<file path="src/rtl/apb_pkg.sv">
// Shared types and constants for the APB command master.
package apb_pkg;

  localparam int unsigned APB_ADDR_W = 32;
  localparam int unsigned APB_DATA_W = 32;

  // Response data returned for write transfers.
  localparam logic [APB_DATA_W-1:0] WRITE_RSP_RDATA = '0;

  typedef enum logic [1:0] {
    IDLE,
    SETUP,
    ACCESS,
    RESP
  } apb_master_state_e;

endpackage

</file>
<file path="src/rtl/apb_timeout_counter.sv">
// Counts ACCESS cycles without pready; hit_o flags the increment that reaches TIMEOUT_CYCLES.
module apb_timeout_counter #(
  parameter int unsigned TIMEOUT_CYCLES = 16
) (
  input  logic clk_i,
  input  logic rst_n_i,
  input  logic clear_i,
  input  logic inc_i,
  output logic hit_o
);

  localparam int unsigned CNT_W = $clog2(TIMEOUT_CYCLES + 1);

  logic [CNT_W-1:0] r_count;
  logic [CNT_W-1:0] w_count_next;

  assign w_count_next = r_count + CNT_W'(1);
  assign hit_o        = inc_i && (w_count_next == CNT_W'(TIMEOUT_CYCLES));

  always_ff @(posedge clk_i) begin
    if (!rst_n_i) begin
      r_count <= '0;
    end else if (clear_i || hit_o) begin
      r_count <= '0;
    end else if (inc_i) begin
      r_count <= w_count_next;
    end
  end

endmodule

</file>
<file path="src/rtl/apb_cmd_master.sv">
// Valid/ready command stream to APB master, one transfer at a time.
// Optional ACCESS timeout enabled by defining APB_CMD_MASTER_TIMEOUT_EN.
module apb_cmd_master
  import apb_pkg::*;
#(
  parameter int unsigned ADDR_W         = APB_ADDR_W,
  parameter int unsigned DATA_W         = APB_DATA_W,
  parameter int unsigned TIMEOUT_CYCLES = 16
) (
  input  logic              clk_i,
  input  logic              rst_n_i,
  input  logic              cmd_valid_i,
  output logic              cmd_ready_o,
  input  logic [ADDR_W-1:0] cmd_addr_i,
  input  logic              cmd_write_i,
  input  logic [DATA_W-1:0] cmd_wdata_i,
  output logic              rsp_valid_o,
  input  logic              rsp_ready_i,
  output logic [DATA_W-1:0] rsp_rdata_o,
  output logic              rsp_slverr_o,
  output logic              psel_o,
  output logic [ADDR_W-1:0] paddr_o,
  output logic              pwrite_o,
  output logic              penable_o,
  output logic [DATA_W-1:0] pwdata_o,
  input  logic [DATA_W-1:0] prdata_i,
  input  logic              pready_i,
  input  logic              pslverr_i
);

  if (TIMEOUT_CYCLES < 1) begin : g_bad_timeout
    $error("apb_cmd_master: TIMEOUT_CYCLES must be at least 1");
  end

  apb_master_state_e r_state, w_state_next;

  logic              r_pwrite;
  logic [ADDR_W-1:0] r_paddr;
  logic [DATA_W-1:0] r_pwdata;
  logic [DATA_W-1:0] r_rsp_rdata;
  logic              r_rsp_slverr;

  logic w_cmd_fire;
  logic w_access_done;
  logic w_timeout_hit;

  assign w_cmd_fire    = (r_state == IDLE) && cmd_valid_i;
  assign w_access_done = (r_state == ACCESS) && pready_i;

`ifdef APB_CMD_MASTER_TIMEOUT_EN
  apb_timeout_counter #(
    .TIMEOUT_CYCLES(TIMEOUT_CYCLES)
  ) u_timeout (
    .clk_i  (clk_i),
    .rst_n_i(rst_n_i),
    .clear_i(r_state == SETUP),
    .inc_i  ((r_state == ACCESS) && !pready_i),
    .hit_o  (w_timeout_hit)
  );
`else
  assign w_timeout_hit = 1'b0;
`endif

  // NOTE: reset is synchronous, so it lives inside the clocked block and wins over every other branch.
  always_ff @(posedge clk_i) begin
    if (!rst_n_i) begin
      r_state <= IDLE;
    end else begin
      r_state <= w_state_next;
    end
  end

  // NOTE: every always_comb output gets a default first; a missing branch would otherwise infer a latch.
  always_comb begin
    w_state_next = r_state;
    unique case (r_state)
      IDLE:    if (cmd_valid_i) w_state_next = SETUP;
      SETUP:   w_state_next = ACCESS;
      ACCESS:  if (pready_i || w_timeout_hit) w_state_next = RESP;
      RESP:    if (rsp_ready_i) w_state_next = IDLE;
      default: w_state_next = IDLE;
    endcase
  end

  // NOTE: sequential state uses non-blocking assignments so every register samples pre-edge values.
  always_ff @(posedge clk_i) begin
    if (!rst_n_i) begin
      r_paddr      <= '0;
      r_pwrite     <= 1'b0;
      r_pwdata     <= '0;
      r_rsp_rdata  <= '0;
      r_rsp_slverr <= 1'b0;
    end else begin
      if (w_cmd_fire) begin
        r_paddr  <= cmd_addr_i;
        r_pwrite <= cmd_write_i;
        r_pwdata <= cmd_wdata_i;
      end
      if (w_access_done) begin
        r_rsp_slverr <= pslverr_i;
        r_rsp_rdata  <= r_pwrite ? DATA_W'(WRITE_RSP_RDATA) : prdata_i;
      end else if (w_timeout_hit) begin
        r_rsp_slverr <= 1'b1;
        r_rsp_rdata  <= '0;
      end
    end
  end

  assign cmd_ready_o  = (r_state == IDLE);
  assign psel_o       = (r_state == SETUP) || (r_state == ACCESS);
  assign penable_o    = (r_state == ACCESS);
  assign rsp_valid_o  = (r_state == RESP);
  assign paddr_o      = r_paddr;
  assign pwrite_o     = r_pwrite;
  assign pwdata_o     = r_pwdata;
  assign rsp_rdata_o  = r_rsp_rdata;
  assign rsp_slverr_o = r_rsp_slverr;

endmodule
</file>
<file path="config.mk">
export PLATFORM = sky130hd
export DESIGN_NAME = apb_cmd_master
export DESIGN_NICKNAME = d
export VERILOG_FILES = /design/src/rtl/apb_pkg.sv /design/src/rtl/apb_timeout_counter.sv /design/src/rtl/apb_cmd_master.sv
export SDC_FILE = /design/constraint.sdc
export NUM_CORES = 1
export LEC_CHECK = 0
export CAP_MARGIN = 0
export CORE_MARGIN = 2
export CORE_UTILIZATION = 42
export CTS_CLUSTER_SIZE = 12
export DETAILED_ROUTE_END_ITERATION = 7
export GPL_ROUTABILITY_DRIVEN = 0
export PLACE_DENSITY = 0.95
export SYNTH_ARGS = -nofsm -noshare
export SYNTH_HDL_FRONTEND = slang
export SYNTH_SLANG_ARGS = --single-unit
</file>
<file path="constraint.sdc">
create_clock -name clk_i -period 2.9 [get_ports clk_i]
set_input_delay 0.58 -clock clk_i [delete_from_list [all_inputs] [get_ports clk_i]]
set_output_delay 0.58 -clock clk_i [all_outputs]
set_load 0.05 [all_outputs]
</file>
==> summary.json, run 1 <==
{
  "finish": {
    "area_used_by_sequential_logic_in_the_layout_sq_um": 2000,
    "area_growth_syn_to_layout_pct": 60.0,
    "final.fill_count": 711,
    "post_layout_nonfiller_instances": 749,
    "insertedDiodeCount": 0,
    "layout.nets": 741,
    "multiInputGateArea_sq_um": 1730,
    "final_layout_size_suffix_gt1_share_pct": 4.23
  },
  "floorplanning": {
    "placement_rows": 35,
    "floorplan.core_area_sq_um": 9150,
    "ios": 205,
    "dieWidth_um": 101,
    "die-height_um": 101,
    "start_util_pct": 42.8,
    "fp.dieArea_sq_um": 10100
  },
  "global_route": {
    "top_usage_layer": "met2",
    "number_of_antenna_violations_at_the_first_check_in_global_routing": 0,
    "grt_usage_pct": 22.0,
    "grt_first_pass_wirelength_um": 17700,
    "global_route_met2_usage_pct": 37.7,
    "globalRoute.totalOverflow": 0,
    "grt_start_max_net_pins": 59,
    "number_of_global_route_vias_before_repair": 3685,
    "grt_util_met3_pct": 8.53,
    "grt_use_met1_pct": 25.1
  },
  "drt": {
    "route.detailed.wl_per_inst_um": 15.2,
    "dr.pass1.iters": 4,
    "viasPerCell": 5.05,
    "drt_drc_violations_left": 0,
    "vias": 3786,
    "route.antenna.remaining_nets": 0,
    "drt_iter0_markers": 92,
    "routed_wirelength_um": 11400
  },
  "sta": {
    "fmax_ghz": 0.397,
    "timing.final.crit_share_pct": 86.8,
    "report.final.setup_viol": 0,
    "timing_max_transition_violations_final": 0,
    "timing_worst_slew_pin_value_ns": 0.554,
    "setup_tns_ns": 0,
    "timing.max_slew.rel_slack_pct": 63.0,
    "finalClockSkew_ns": 0.00977,
    "post-route-min-period_ns": 2.52,
    "rsz0062_at_grt": "no",
    "finalHoldViolations": 0
  },
  "placed_design": {
    "dpl.hpwl_um": 8260,
    "portBuffers": 204,
    "dp_cells": 735
  },
  "clocking": {
    "clock_transition_at_the_register_clock_pins_on_the_worst_setup_and_hold_paths_after_cts_ns": 0.09,
    "tritoncts_clock_tree": "built",
    "cts-hold-fix-buffers": 0,
    "cts.htree.levels": 3,
    "post_cts.repair.setup_buffers": 0,
    "clk_latency_ns": 0.35,
    "ctsResizeCount": 0,
    "cts.sinks": 100,
    "clk_path_buf_depth": 2,
    "cts_made_buffers": 9,
    "root_buffer": "sky130_fd_sc_hd__clkbuf_8"
  },
  "synthesis": {
    "ys_top_cells_by_area": "sky130_fd_sc_hd__dfxtp_1, sky130_fd_sc_hd__a21boi_0, sky130_fd_sc_hd__nand2_1, sky130_fd_sc_hd__nand4b_1, sky130_fd_sc_hd__clkbuf_1",
    "netlist.area_leader.share_pct": 51.1,
    "yosys.cell_count.top_type": "sky130_fd_sc_hd__nand2_1",
    "yosys_register_bits": 100,
    "register_area_share_after_synthesis_pct": 51.1,
    "synthDominantAreaCellType": "sky130_fd_sc_hd__dfxtp_1",
    "synthArstFlopShare_pct": 0,
    "synth.distinct_cells": 15,
    "dominantRegCellSynth": "sky130_fd_sc_hd__dfxtp_1",
    "yosysWarningCount": 0,
    "syn-cell-area_sq_um": 3920,
    "avgSynthCellArea_sq_um": 8.68,
    "synth-edff-count": 0,
    "synthesis.nets": 557,
    "synthesis.instances": 451,
    "synth_commonest_cells": "sky130_fd_sc_hd__nand2_1, sky130_fd_sc_hd__dfxtp_1, sky130_fd_sc_hd__a21boi_0, sky130_fd_sc_hd__nand4b_1, sky130_fd_sc_hd__clkbuf_1"
  },
  "worst_hold_path": {
    "hold-path-cell-count": 2,
    "worst_hold_startpoint": "rsp_rdata_o[4]",
    "worst_min_delay_path_endpoint": "rsp_rdata_o[4]",
    "min-delay-path-class": "register to register"
  },
  "setup_path": {
    "r2r.worst_path.cells": 6,
    "crit_fanout": 3,
    "worstReg2RegEnd": "paddr_o[5]",
    "timing.critical_path.required_ns": 2.32,
    "rr_startpoint": "r_state[0]",
    "timing.setup.critical_path_class": "register to primary output",
    "setup.reg_to_reg.worst_slack_ns": 1.13,
    "worst-endpoint-arrival_ns": 1.94,
    "worst_setup_path_start_kind": "register",
    "endpoint_kind_of_the_worst_setup_timing_path": "primary output"
  },
  "power": {
    "report.power.total_mw": 5.07,
    "power_per_cell_area_nw_per_um2": 808,
    "p_leak_nw": 2.22,
    "ir_drop_v": 0.000391
  },
  "outcome": {
    "status": "complete, no violations"
  },
  "run": {
    "drv_cap": 0
  }
}
-- metrics by stage --
step | utilization, % | cell area [sq um] | setup WS (ns) | hold WS (ns)
after CTS | 68.4 | 6260 | 0.381 | 0.467
final | 68.4 | 6260 | 0.383 | 0.464
after global placement | 66.0 | 6040 | 0.806 | 0.447
after global routing | 68.4 | 6260 | 0.310 | 0.479
after floorplan | - | 3920 | 1.16 | 0.452
after detailed placement | 66.0 | 6040 | 0.718 | 0.454
-- worst max path at each step --
| stage | end | start | cells past startpoint | slack [ns] |
|---|---|---|---|---|
| after floorplan | r_state[0] | r_state[0] | 5 | 1.16 |
| after global placement | paddr_o[19] | cmd_valid_i | 5 | 0.81 |
| after detailed placement | paddr_o[5] | cmd_valid_i | 5 | 0.72 |
| after CTS | psel_o | r_state[1] | 3 | 0.38 |
| after global routing | psel_o | r_state[0] | 3 | 0.31 |
| final | psel_o | r_state[0] | 3 | 0.38 |
-- cells in the final DEF, fill, tap and decap left out, drive strengths merged --
cell / n
a21boi: 98
mux2i: 2
nand3: 1
a222oi: 1
and2: 1
dfxtp: 100
clkdlybuf4s50: 202
nand2: 168
clkinvlp: 1
buf: 10
nand4b: 32
clkinv: 1
clkbuf: 9
bufinv: 3
o21ai: 1
inv: 5
ha: 3
-- power by group --
group	leakage, nW	total (mW)	switching [mW]	internal (mW)
Sequential	0.816	1.73	0.123	1.60
Clock	0.111	1.02	0.459	0.562
Combinational	1.29	2.32	1.52	0.793
Total	2.22	5.07	2.11	2.96
-- final cells by class --
| class | instances | share of cell area (%) |
|---|---|---|
| Timing Repair Buffer | 212 | 34.2 |
| Sequential cell | 100 | 32.0 |
| Multi-Input combinational cell | 307 | 27.7 |
| Tap cell | 111 | 2.22 |
| Clock buffer | 9 | 1.98 |
| Clock inverter | 5 | 1.64 |
| Inverter | 5 | 0.300 |
-- cells by family after synthesis --
family	after synthesis	synth area share [%]
simple gates	202	23.5
compound gates	100	19.2
flops	100	51.1
buf+inv	44	4.70
fa+ha+maj	3	0.959
mux	2	0.511
-- state kept, by name, summed over array words and instances, names as in the netlist --
name / cells
paddr_o: 32
pwdata_o: 32
rsp_rdata_o: 32
r_state: 2
pwrite_o: 1
rsp_slverr_o: 1
-- worst max-delay path: stages (launching register included) --
cell	delay (ns)
sky130_fd_sc_hd__dfxtp_1	0.38
sky130_fd_sc_hd__inv_1	0.08
sky130_fd_sc_hd__ha_1	0.30
sky130_fd_sc_hd__clkdlybuf4s50_1	0.82
-- per-layer routing --
| metal | part of all wire, % | wire length (um) |
|---|---|---|
| met1 | 39 | 4480 |
| met2 | 50 | 5670 |
| met3 | 9.4 | 1070 |
| met4 | 1.4 | 161 |
| met5 | 0 | 0 |
(Power assumes the default switching activity.)
==> inputs of run 2 (changes only) <==
--- a/config.mk
+++ b/config.mk
@@ -7,11 +7,11 @@
 export LEC_CHECK = 0
 export CAP_MARGIN = 0
 export CORE_MARGIN = 2
-export CORE_UTILIZATION = 42
+export CORE_UTILIZATION = 36
 export CTS_CLUSTER_SIZE = 12
 export DETAILED_ROUTE_END_ITERATION = 7
 export GPL_ROUTABILITY_DRIVEN = 0
-export PLACE_DENSITY = 0.95
+export PLACE_DENSITY = 0.77
 export SYNTH_ARGS = -nofsm -noshare
 export SYNTH_HDL_FRONTEND = slang
 export SYNTH_SLANG_ARGS = --single-unit
==> constraint.sdc (replaced) <==
create_clock -name clk_i -period 2.1 [get_ports clk_i]
set_input_delay 0.42 -clock clk_i [delete_from_list [all_inputs] [get_ports clk_i]]
set_output_delay 0.42 -clock clk_i [all_outputs]
set_load 0.05 [all_outputs]
==> summary.json, run 2 (same netlist as run 1, synthesis figures left out) <==
{
  "sta": {
    "timing.final.crit_share_pct": 92.7,
    "setup_tns_ns": 0,
    "rsz0062_at_grt": "no",
    "worst_hold_slack_ns": 0.462,
    "finalHoldViolations": 0,
    "post-route-min-period_ns": 1.95,
    "timing.max_slew.rel_slack_pct": 63.6,
    "report.final.setup_viol": 0,
    "timing_max_transition_violations_final": 0,
    "finalClockSkew_ns": 0.00611,
    "timing_worst_slew_pin_value_ns": 0.544,
    "fmax_ghz": 0.514
  },
  "power": {
    "report.power.total_mw": 6.85,
    "p_leak_nw": 2.24,
    "power_per_cell_area_nw_per_um2": 1080,
    "ir_drop_v": 0.000639
  },
  "clocking": {
    "clk_path_buf_depth": 2,
    "cts-hold-fix-buffers": 0,
    "cts.sinks": 100,
    "clock_transition_at_the_register_clock_pins_on_the_worst_setup_and_hold_paths_after_cts_ns": 0.09,
    "tritoncts_clock_tree": "built",
    "cts.htree.levels": 3,
    "post_cts.repair.setup_buffers": 0,
    "root_buffer": "sky130_fd_sc_hd__clkbuf_8",
    "ctsResizeCount": 0,
    "clk_latency_ns": 0.35,
    "cts_made_buffers": 9
  },
  "global_route": {
    "grt_first_pass_wirelength_um": 17500,
    "number_of_antenna_violations_at_the_first_check_in_global_routing": 0,
    "globalRoute.totalOverflow": 0,
    "grt_start_max_net_pins": 48,
    "grt_usage_pct": 18.8,
    "number_of_global_route_vias_before_repair": 3697
  },
  "setup_path": {
    "cp.depth": 1,
    "timing.critical_path.required_ns": 1.68,
    "crit_fanout": 2,
    "critPathBufInv": 1,
    "critPathSlowestCell": "sky130_fd_sc_hd__clkdlybuf4s50_1",
    "cp_delay_by_family_top": "buffers and inverters",
    "endpoint_kind_of_the_worst_setup_timing_path": "primary output",
    "path_cells": "clkdlybuf4s50_1",
    "worst-endpoint-arrival_ns": 1.53,
    "worst_setup_path_start_kind": "register",
    "timing.setup.critical_path_class": "register to primary output",
    "largest_stage_delay_on_the_critical_path_ns": 0.82,
    "r2r.worst_path.cells": 4
  },
  "drt": {
    "drt_iter0_markers": 172,
    "route.antenna.remaining_nets": 0,
    "vias": 3737,
    "routed_wirelength_um": 11000,
    "viasPerCell": 4.77,
    "route.detailed.wl_per_inst_um": 14.0,
    "drt_drc_violations_left": 0,
    "dr.pass1.iters": 4
  },
  "placed_design": {
    "post_dp_cell_area_sq_um": 6120,
    "dp_cells": 767,
    "dpl.hpwl_um": 8000,
    "portBuffers": 204
  },
  "finish": {
    "final_layout_size_suffix_gt1_share_pct": 5.44,
    "stdcell_area_sq_um": 6330,
    "insertedDiodeCount": 0,
    "mostFrequentLayoutCells": "sky130_fd_sc_hd__clkdlybuf4s50_1, sky130_fd_sc_hd__nand2_1, sky130_fd_sc_hd__dfxtp_1",
    "layout_commonest_cell": "sky130_fd_sc_hd__clkdlybuf4s50_1",
    "final.fill_count": 1010,
    "area_growth_syn_to_layout_pct": 61.6,
    "post_layout_nonfiller_instances": 783,
    "layout.nets": 744
  },
  "floorplanning": {
    "ios": 205,
    "fp.dieArea_sq_um": 11700,
    "die-height_um": 108,
    "placement_rows": 38,
    "dieWidth_um": 108,
    "floorplan.core_area_sq_um": 10700,
    "start_util_pct": 36.4
  },
  "worst_hold_path": {
    "hold-path-cell-count": 2,
    "min-delay-path-class": "register to register"
  },
  "run": {
    "drv_cap": 0
  },
  "outcome": {
    "status": "complete, no violations"
  }
}
## run 2: cell type report
class | instances | area, sq um | share of cell area [%]
Timing Repair Buffer | 215 | 2190 | 34.7
Sequential cell | 100 | 2000 | 31.6
Multi-Input combinational cell | 307 | 1730 | 27.4
Tap cell | 140 | 175 | 2.77
Clock buffer | 12 | 155 | 2.45
Clock inverter | 4 | 47.5 | 0.751
Inverter | 5 | 18.8 | 0.297
## run 2: routing by layer
metal  global-route usage [%]  vias to the layer above  wire length, um
met2                     32.2                      142             5260
met4                     7.78                        0              249
met3                     6.21                       18             1070
li1                         -                     1860                -
met5                        0                        -                0
met1                     21.4                     1717             4400
## run 2: power by group
part	total, mW	internal (mW)	switching [mW]	leakage, nW
registers	2.39	2.21	0.173	0.816
clock network	1.25	0.613	0.633	0.102
logic	3.22	1.13	2.10	1.32
## run 2: per-stage QoR
step / worst slack, ns / util, %
floorplan: 0.356 / -
global placement: 0.293 / 57.0
detailed placement: 0.197 / 57.0
CTS: 0.121 / 58.9
global route: 0.0841 / 58.9
finish: 0.154 / 58.9
## run 2: worst paths after layout
check	slack (ns)	start	endpoint
worst max-delay path	0.15	pwdata_o[15]	pwdata_o[15]
worst min-delay path	0.46	paddr_o[23]	paddr_o[23]
worst max register to register	0.51	r_state[0]	r_state[1]
worst min register to register	0.46	paddr_o[23]	paddr_o[23]
==> inputs of run 3 (changes only) <==
==> constraint.sdc (replaced) <==
create_clock -name clk_i -period 2.1 [get_ports clk_i]
set_input_delay 0.63 -clock clk_i [delete_from_list [all_inputs] [get_ports clk_i]]
set_output_delay 0.63 -clock clk_i [all_outputs]
set_load 0.05 [all_outputs]
==> summary.json, run 3 (same netlist as run 1, synthesis figures left out) <==
{
  "outcome": {
    "status": "complete, no violations"
  },
  "drt": {
    "vias": 3755,
    "viasPerCell": 4.80,
    "routed_wirelength_um": 11000,
    "drt_drc_violations_left": 0,
    "route.antenna.remaining_nets": 0,
    "dr.pass1.iters": 4,
    "drt_iter0_markers": 186,
    "route.detailed.wl_per_inst_um": 14.1
  },
  "floorplanning": {
    "placement_rows": 38,
    "ios": 205,
    "dieWidth_um": 108,
    "start_util_pct": 36.4,
    "fp.dieArea_sq_um": 11700,
    "die-height_um": 108,
    "floorplan.core_area_sq_um": 10700
  },
  "clocking": {
    "root_buffer": "sky130_fd_sc_hd__clkbuf_8",
    "tritoncts_clock_tree": "built",
    "clk_latency_ns": 0.36,
    "cts.sinks": 100,
    "cts.htree.levels": 3,
    "clk_path_buf_depth": 2,
    "clock_transition_at_the_register_clock_pins_on_the_worst_setup_and_hold_paths_after_cts_ns": 0.09,
    "cts_made_buffers": 9,
    "post_cts.repair.setup_buffers": 0
  },
  "sta": {
    "rsz0062_at_grt": "no",
    "setup_tns_ns": 0,
    "report.final.setup_viol": 0,
    "timing.final.crit_share_pct": 93.0,
    "finalHoldViolations": 0,
    "fmax_ghz": 0.512,
    "timing_worst_slew_pin_value_ns": 0.501,
    "timing_max_transition_violations_final": 0,
    "worst_hold_slack_ns": 0.465,
    "timing.max_slew.rel_slack_pct": 66.7,
    "finalClockSkew_ns": 0.00944,
    "post-route-min-period_ns": 1.95
  },
  "run": {
    "drv_cap": 0
  },
  "setup_path": {
    "setup.reg_to_reg.worst_slack_ns": 0.55,
    "endpoint_kind_of_the_worst_setup_timing_path": "primary output",
    "worst_setup_path_start_kind": "register",
    "rr_startpoint": "r_state[0]",
    "worst-endpoint-arrival_ns": 1.32,
    "worstReg2RegEnd": "rsp_rdata_o[10]",
    "timing.critical_path.required_ns": 1.47,
    "timing.setup.critical_path_class": "register to primary output",
    "r2r.worst_path.cells": 5,
    "crit_fanout": 3
  },
  "finish": {
    "layout.nets": 744,
    "insertedDiodeCount": 0,
    "area_growth_syn_to_layout_pct": 56.5,
    "mostFrequentLayoutCells": "sky130_fd_sc_hd__nand2_1, sky130_fd_sc_hd__clkdlybuf4s50_1, sky130_fd_sc_hd__dfxtp_1",
    "layout_commonest_cell": "sky130_fd_sc_hd__nand2_1",
    "final_layout_size_suffix_gt1_share_pct": 17.9
  },
  "global_route": {
    "grt_use_met1_pct": 21.3,
    "top_usage_layer": "met2",
    "global_route_met2_usage_pct": 32.1,
    "grt_usage_pct": 18.3,
    "grt_first_pass_wirelength_um": 17200,
    "grt_start_max_net_pins": 103,
    "number_of_global_route_vias_before_repair": 3699,
    "globalRoute.totalOverflow": 0,
    "grt_util_met3_pct": 5.24,
    "number_of_antenna_violations_at_the_first_check_in_global_routing": 0
  },
  "worst_hold_path": {
    "worst_min_delay_path_endpoint": "rsp_rdata_o[4]",
    "hold-path-cell-count": 2,
    "min-delay-path-class": "register to register",
    "worst_hold_startpoint": "rsp_rdata_o[4]"
  },
  "placed_design": {
    "portBuffers": 204,
    "dpl.hpwl_um": 7840
  },
  "power": {
    "power_per_cell_area_nw_per_um2": 1120,
    "p_leak_nw": 2.48,
    "ir_drop_v": 0.000513,
    "report.power.total_mw": 6.87
  }
}
-- run 3: changes by cell type in the layout (fill, tap and decap cells not counted) --
cell                              change
sky130_fd_sc_hd__buf_12               +2
sky130_fd_sc_hd__buf_4               +78
sky130_fd_sc_hd__clkdlybuf4s50_1     -97
sky130_fd_sc_hd__dlygate4sd2_1       +17
-- run 3: critical path: stages (launching register included) --
cell and delay [ns]:
sky130_fd_sc_hd__dfxtp_1 0.38, sky130_fd_sc_hd__inv_1 0.08, sky130_fd_sc_hd__ha_1 0.34, sky130_fd_sc_hd__buf_12 0.17
-- run 3: report_power, final --
group / total (mW) / internal (mW) / leakage, nW / switching (mW)
logic: 3.25 / 1.12 / 1.56 / 2.12
registers: 2.38 / 2.21 / 0.816 / 0.171
clock network: 1.25 / 0.613 / 0.102 / 0.633
-- run 3: worst max-delay path by stage --
stage,startpoint,to,slack (ns),cells after the start
global route,r_state[0],psel_o,0.09,3
finish,r_state[0],psel_o,0.15,3
floorplan,r_state[0],r_state[0],0.36,5
CTS,r_state[0],psel_o,0.13,3
global placement,pready_i,r_state[0],0.15,5
detailed placement,pready_i,rsp_rdata_o[10],0.14,4
-- run 3: routing by layer --
| metal | routed length [um] | vias to the layer above |
|---|---|---|
| met4 | 184 | 0 |
| li1 | - | 1865 |
| met2 | 5300 | 132 |
| met3 | 900 | 15 |
| met5 | 0 | - |
| met1 | 4660 | 1743 |
-- run 3: through the flow --
stage	instance area (sq um)	setup WS, ns	utilization [%]	std cells
after floorplan	3920	0.356	-	451
after global placement	5950	0.152	55.4	767
after detailed placement	5950	0.136	55.4	767
after CTS	6130	0.128	57.1	783
after global routing	6130	0.0944	57.1	783
final	6130	0.148	57.1	783
-- run 3: area by class of cell --
class	count	area, sq um
Clock buffer	12	155
Clock inverter	4	47.5
Fill cell	1019	4610
Inverter	5	18.8
Multi-Input combinational cell	307	1730
Sequential cell	100	2000
Tap cell	140	175
Timing Repair Buffer	215	2000
-- run 3: timing repair --
item	4_1_cts	5_1_grt
resized for setup	17	0
setup endpoints to repair	17	0
hold buffers	0	0
